[src/rtl/reg_file_2w2r_scoreboard.sv]
// rtl/reg_file_2w2r_scoreboard.sv - two-write, two-read register file with bypass and load busy scoreboard
module reg_file_2w2r_scoreboard #(
    parameter int DATA_WIDTH = 32,
    parameter int ADDR_WIDTH = 5,
    parameter int ZERO_REG   = 1
) (
    input  logic                  clk,
    input  logic                  rst_n,
    input  logic [ADDR_WIDTH-1:0] rd_addr_1,
    input  logic [ADDR_WIDTH-1:0] rd_addr_2,
    output logic [DATA_WIDTH-1:0] rd_data_1,
    output logic [DATA_WIDTH-1:0] rd_data_2,
    output logic                  rd_busy_1,
    output logic                  rd_busy_2,
    input  logic                  wr_en_a,
    input  logic [ADDR_WIDTH-1:0] wr_addr_a,
    input  logic [DATA_WIDTH-1:0] wr_data_a,
    input  logic                  wr_en_b,
    input  logic [ADDR_WIDTH-1:0] wr_addr_b,
    input  logic [DATA_WIDTH-1:0] wr_data_b,
    input  logic                  busy_set,
    input  logic [ADDR_WIDTH-1:0] busy_addr
);

    localparam int  DEPTH     = 2 ** ADDR_WIDTH;
    localparam bit  HAS_ZERO  = (ZERO_REG != 0);

    logic [DATA_WIDTH-1:0] regs_q [DEPTH];
    logic [DEPTH-1:0]      busy_q;

    logic [DEPTH-1:0]      sel_a;
    logic [DEPTH-1:0]      sel_b;
    logic [DEPTH-1:0]      set_v;
    logic [DEPTH-1:0]      clr_v;

    // Port B write and port A write to the same address: B (load) wins.
    // The hardwired zero register simply never gets a select.
    function automatic logic [DATA_WIDTH-1:0] resolve_read(
        input logic [ADDR_WIDTH-1:0] addr,
        input logic                  live,
        input logic                  en_a,
        input logic [ADDR_WIDTH-1:0] addr_a,
        input logic [DATA_WIDTH-1:0] data_a,
        input logic                  en_b,
        input logic [ADDR_WIDTH-1:0] addr_b,
        input logic [DATA_WIDTH-1:0] data_b,
        input logic [DATA_WIDTH-1:0] stored
    );
        logic [DATA_WIDTH-1:0] result;
        result = stored;
        if (!live) begin
            result = '0;
        end else if (HAS_ZERO && addr == '0) begin
            result = '0;
        end else if (en_b && addr_b == addr) begin
            result = data_b;
        end else if (en_a && addr_a == addr) begin
            result = data_a;
        end
        return result;
    endfunction

    // A busy bit is hidden as soon as its clearing writeback is on port B,
    // so the consumer sees "not busy" in the same cycle as the bypassed data.
    function automatic logic resolve_busy(
        input logic                  addr_busy,
        input logic [ADDR_WIDTH-1:0] addr,
        input logic                  live,
        input logic                  en_b,
        input logic [ADDR_WIDTH-1:0] addr_b
    );
        logic result;
        result = live && addr_busy && !(en_b && addr_b == addr);
        if (HAS_ZERO && addr == '0) begin
            result = 1'b0;
        end
        return result;
    endfunction

    // Decode per-register write selects and scoreboard set/clear strobes.
    always_comb begin
        sel_a = '0;
        sel_b = '0;
        set_v = '0;
        clr_v = '0;
        for (int i = 0; i < DEPTH; i++) begin
            if (!(HAS_ZERO && i == 0)) begin
                sel_a[i] = wr_en_a  && (wr_addr_a == ADDR_WIDTH'(i));
                sel_b[i] = wr_en_b  && (wr_addr_b == ADDR_WIDTH'(i));
                set_v[i] = busy_set && (busy_addr == ADDR_WIDTH'(i));
                clr_v[i] = wr_en_b  && (wr_addr_b == ADDR_WIDTH'(i));
            end
        end
    end

    // Register storage and scoreboard; reset clears everything immediately.
    always_ff @(posedge clk or negedge rst_n) begin
        if (!rst_n) begin
            for (int i = 0; i < DEPTH; i++) begin
                regs_q[i] <= '0;
            end
            busy_q <= '0;
        end else begin
            for (int i = 0; i < DEPTH; i++) begin
                if (sel_b[i]) begin
                    regs_q[i] <= wr_data_b;
                end else if (sel_a[i]) begin
                    regs_q[i] <= wr_data_a;
                end
                // A new load issued in the same edge as the old one's
                // writeback keeps the register busy.
                if (set_v[i]) begin
                    busy_q[i] <= 1'b1;
                end else if (clr_v[i]) begin
                    busy_q[i] <= 1'b0;
                end
            end
        end
    end

    // Read port 1: zero register, then B bypass, A bypass, stored value.
    always_comb begin
        rd_data_1 = resolve_read(rd_addr_1, rst_n, wr_en_a, wr_addr_a, wr_data_a,
                                 wr_en_b, wr_addr_b, wr_data_b, regs_q[rd_addr_1]);
        rd_busy_1 = resolve_busy(busy_q[rd_addr_1], rd_addr_1, rst_n, wr_en_b, wr_addr_b);
    end

    // Read port 2: resolved independently of port 1.
    always_comb begin
        rd_data_2 = resolve_read(rd_addr_2, rst_n, wr_en_a, wr_addr_a, wr_data_a,
                                 wr_en_b, wr_addr_b, wr_data_b, regs_q[rd_addr_2]);
        rd_busy_2 = resolve_busy(busy_q[rd_addr_2], rd_addr_2, rst_n, wr_en_b, wr_addr_b);
    end

endmodule

[config.mk]
export PLATFORM = sky130hd
export DESIGN_NAME = reg_file_2w2r_scoreboard
export DESIGN_NICKNAME = d
export VERILOG_FILES = /design/src/rtl/reg_file_2w2r_scoreboard.sv
export SDC_FILE = /design/constraint.sdc
export NUM_CORES = 2
export LEC_CHECK = 0
export BUFFER_PORTS_ARGS = -buffer_cell sky130_fd_sc_hd__buf_2
export CAP_MARGIN = 0
export CORE_ASPECT_RATIO = 2
export CORE_MARGIN = 2
export CORE_UTILIZATION = 40
export CTS_CLUSTER_DIAMETER = 50
export DETAILED_ROUTE_END_ITERATION = 10
export MAX_ROUTING_LAYER = met4
export PLACE_DENSITY_LB_ADDON = 0.25
export SETUP_SLACK_MARGIN = 0.02
export SYNTH_ARGS = -nofsm -noshare
export SYNTH_HDL_FRONTEND = slang
export SYNTH_SLANG_ARGS = --single-unit
[constraint.sdc]
create_clock -name clk -period 2.7 [get_ports clk]
set_input_delay 0.54 -clock clk [delete_from_list [all_inputs] [get_ports clk]]
set_output_delay 0.54 -clock clk [all_outputs]
set_load 0.1 [all_outputs]
[Word-level counts from Yosys, hierarchy flattened]
Index checks and enable logic that the tools add are counted.
Word-level totals
  bits in registers: 1023
  RAM bits: 0
  logic and storage cells: 476
  bits in latches: 0
  memories: 0
  ROM bits: 0
  input bits: 94
Operators by class
  equal/unequal tests: 97
  shift-type cells: 0
  multipliers: 0
  multiplexer cells: 144
  $lt $le $gt $ge: 4
  bitwise gates (word level): 2
  reduce and logical (&&, ||, !) cells: 167
  add/subtract/negate cells: 0
  divide/modulo/power cells: 0
Operator list (number)
  2-to-1 mux 32 bit: 74
  binary-select mux 32 bit (select 5 bit): 2
  == test 5 bit, second input constant: 48
  nonzero test 2 bit: 62
  == test 5 x 4 -> 1 bit, second input constant: 24
  logical AND 1 bit: 101
  2-to-1 mux 1 bit: 66
  == test 5 x 3 -> 1 bit, second input constant: 12
  == test 5 x 2 -> 1 bit, second input constant: 6
  == test 5 bit: 4
  == test 5 x 1 -> 1 bit, second input constant: 3
  greater-or-equal comparator 6 bit, second input constant: 2
  less-than comparator 5 x 6 -> 1 bit, second input constant: 2
  inverter 5 -> 6 bit: 2
  binary-select mux 1 bit (select 5 bit): 2
  logical NOT 5 bit: 2
  logical NOT 1 bit: 2

[Longest topological paths before layout]
  depth after elaboration: 8
  gate-level depth with buffers: 11
  depth with buffers taken out: 6

[Worst setup path after synthesis]
OpenSTA, ideal clock, no wires.
  kind: input port to output port
  start point: input wr_addr_a[0]
  end point: output rd_data_2[5]
  stages on the path: 8
  setup slack: -2.484 ns
  required time: 2.160 ns
  arrival time: 4.644 ns
  path buffers: 2
  cells stage by stage: buf_2 > xor2_1 > nor4_2 > a21oi_1 > and2_1 > clkbuf_1 > o311a_1 > nor4_1
Between the ends
  cells in the longest elaborated chain, start to end: 6
RTL lines
  start: declaration: line 16  | input logic [ADDR_WIDTH-1:0] wr_addr_a,
  == test 5 bit: line 57  | end else if (en_a && addr_a == addr) begin
  logical AND 1 bit: line 57
  2-to-1 mux 32 bit: line 57
  2-to-1 mux 32 bit: line 55  | end else if (en_b && addr_b == addr) begin
  2-to-1 mux 32 bit: line 53  | end else if (HAS_ZERO && addr == '0) begin
  2-to-1 mux 32 bit: line 51  | if (!live) begin
  end: declaration: line 12  | output logic [DATA_WIDTH-1:0] rd_data_2,
No other way between the ends.

[Worst setup path in the final report]
  start point: register regs_q[983] in the netlist's numbering
  end point: output rd_data_1[23]
Between the ends
  cells in the longest elaborated chain, start to end: 7
RTL lines
  start: declaration: line 28  | logic [DATA_WIDTH-1:0] regs_q [DEPTH];
  start signal: indexed assignment: line 106  | regs_q[i] <= wr_data_b;
  start signal: indexed assignment: line 108  | regs_q[i] <= wr_data_a;
  binary-select mux 32 bit (select 5 bit): line 124  | wr_en_b, wr_addr_b, wr_data_b, regs_q[rd_addr_1]);
  2-to-1 mux 32 bit (implied by the code) (2 in series): line 124
  2-to-1 mux 32 bit: line 57
  2-to-1 mux 32 bit: line 55
  2-to-1 mux 32 bit: line 53
  2-to-1 mux 32 bit: line 51
  end: declaration: line 11  | output logic [DATA_WIDTH-1:0] rd_data_1,
No other way between the ends. The select of a mux whose other input is x is not followed.

==> impl_metrics.toml <==
[outcome]
status = "complete, but fails checks"
violations = "negative setup slack"

[cts]
clk_pin_slew_ns = 0.07
cts.sinks = 1023
numCtsBuffers = 99
htreeDepth = 3
worstSkewPairLatency_ns = 0.78
cts_max_path_buffers = 3
clockRootBuffer = "clkbuf_16"
cts_tree = "built"

[placement]
io_buffer_count = 159
hpwl_um = 211000
place_ws_ns = -1.42
routabilityCongestion = 0.992
dp_cells = 8718
dpl_cell_area_um2 = 77300

[yosys]
yosysWarningCount = 0
synthTopCellsByArea = "dfrtp_1 39%, mux2i_1 17%, mux4_2 15%"
synth_most_common_cell = "mux2i_1"
synth_edf_count = 0
synth_fp_nets = 6534
synth.ff_latch_count = 1023
yosysSeqAreaShare = 0.386
syn_area_um2 = 66300
synth_largest_area_cell = "dfrtp_1"
yosys.area.top_type_share = 0.386
async_flop_share = 1.00
synth.avg_cell_area_um2 = 10.3
syn-instance-count = 6440
synth-main-ff-cell = "dfrtp_1"
yosys-top-cells-count = "1144 x mux2i_1, 1023 x dfrtp_1, 864 x a21oi_1"
ys_types = 66

[critical_path]
ff2ff_setup_slack_ns = 1.70
max_stage_delay_ns = 0.45
criticalPathCategory = "flip-flop to primary output"
cp_top_family = "multiplexers"
ff2ff_path_depth = 4
cp_max_fo = 3
crit_chain = "mux2_4 -> a22o_1 -> mux4_2 -> nor2b_4 -> nor3_4 -> buf_6 -> nor3_4 -> buf_12"
start_kind = "flip-flop"
end_kind = "primary output"
worst-path-buf-inv = 2
crit_cells = 8
crit_path_top_delay_cell = "mux4_2"
cp_common_cell = "nor3_4"
arrival_ns = 2.95
required_ns = 2.16

[power]
clock_power_share = 0.265
swShare = 0.348
powerDensity_nw_per_um2 = 687
combPwrFrac = 0.339
seqPwrFrac = 0.396
power_switching_mw = 20.3
peakVddDrop_mv = 0.574
intPower_mw = 38.0
p_total_mw = 58.3
p_leak_nw = 36.6

[timing]
drv_slew = 0
fin_ws_ns = -0.795
finalSetupViolations = 66
whs_ns = 0.0366
rsz0062_at_grt = "yes"
finClkSkew_ns = 0
hold_viol = 0
worst_slew_pin_slew_ns = 0.926
timing.final.crit_share = 1.29
fmax_ghz = 0.286
tns_ns = -40.63
maxSlewHeadroom = 0.383
fin_crit_ns = 3.49

[grt]
grt_overflow_total = 0
grt_pass1_vias = 59329
gr-usage-all-layers = 0.389
grt_pass1_wl_um = 453000
antenna_found_initial = 11
grt_start_max_net_pins = 164

[floorplanning]
fp-row-count = 211
initial_core_util = 0.402
fp.dieH_um = 580
die_w_um = 292
die_area_um2 = 169000
io_pins = 160
coreArea_um2 = 165000

[cells_and_area]
area_growth_pct = 27.9
nNetsFinal = 6950
final_core_utilization = 0.514
stdcell_area_um2 = 84900
post_layout_nonfiller_instances = 9076
drive_gt1_frac = 0.325

[drt]
ant_nets = 0
route.detailed.wl_per_inst_um = 35.9
drt_first_pass_iters = 6
drc_errors = 0
drtIter0Drc = 7647
num_vias = 60002
wl_um = 326000
via_per_inst = 6.61

[run]
maxCapViolations = 0

[min_path]
hold_class = "primary input to async pin"
==> cell usage in the layout (no fill, tap or decap), drive strengths merged, types with 8 or more instances in the layout <==
| cell | n |
|---|---|
| a32o | 9 |
| nor4 | 21 |
| nand2 | 344 |
| dfrtp | 1023 |
| buf | 1122 |
| o32ai | 11 |
| o211ai | 13 |
| mux2i | 1144 |
| clkbuf | 138 |
| clkinvlp | 9 |
| a21oi | 864 |
| nor3 | 32 |
| mux2 | 130 |
| o22ai | 47 |
| a22oi | 53 |
| nand2b | 21 |
| xnor2 | 8 |
| nor2b | 60 |
| and2 | 10 |
| a221oi | 46 |
| mux4 | 434 |
| nor2 | 831 |
| xor2 | 12 |
| diode | 9 |
| nand4 | 12 |
| inv | 22 |
| a221o | 14 |
| bufinv | 10 |
| nand3 | 43 |
| o311a | 13 |
| clkinv | 22 |
| a21boi | 10 |
| o21ai | 285 |
| a22o | 21 |
| a211oi | 39 |
==> worst paths after layout <==
kind / startpoint / endpoint
min in group clk: busy_addr[0] / busy_q[24]
worst max register to register: regs_q[980] / regs_q[980]
worst max-delay path: regs_q[983] / rd_data_1[23]
worst min register to register: busy_q[7] / busy_q[7]
worst min-delay path: rst_n / regs_q[71]
max in group asynchronous: rst_n / regs_q[837]
==> worst register-to-register path, cell delays in order, from the launching register on <==
cell and delay (ns):
dfrtp_1 0.39, buf_4 0.13, buf_4 0.12, mux2i_1 0.15
a21oi_1 0.09
==> routing by layer <==
layer / GRT usage / wire length (µm) / vias to the layer above
li1: - / - / 24292
met2: 0.585 / 148000 / 4210
met1: 0.429 / 109000 / 29887
met3: 0.0838 / 30700 / 1613
met4: 0.361 / 37500 / 0
met5: - / 0 / -
==> cell families after synthesis <==
group	synth area share
compound gates	0.125
mux	0.342
buf+inv	0.0576
simple gates	0.0867
flops	0.386
xor+xnor	0.00264
==> sequential cells by signal, summed over array words and instances (netlist names) <==
register and flops:
busy_q 31, regs_q 992
==> power groups by stage <==
stage | clock network [mW] | registers, mW | logic [mW]
after floorplan | 0 | 21.7 | 12.3
after global placement | 0 | 22.8 | 17.6
after detailed placement | 0 | 23.1 | 18.1
after CTS | 15.5 | 22.9 | 19.0
after global routing | 16.1 | 23.4 | 20.8
final | 15.4 | 23.1 | 19.7
==> what timing repair did <==
action / in CTS / in global routing
setup buffers: 103 / 73
setup endpoints to repair: 66 / 66
gates cloned: 18 / 1
hold endpoints to repair: 79 / 0
hold buffers: 2 / 0
resized for setup: 320 / 185
pin swaps: 111 / 97
==> final cells by class <==
type                       count  area (µm²)
sequential                  1023       25600
fill                       14317       80100
multi-input combinational   4585       40200
antenna                        9        22.5
clock inverter                45         621
timing repair buffer        1129       12900
clock buffer                 137        2830
inverter                      18        68.8
tap                         2130        2670
(Power assumes the default switching activity.)
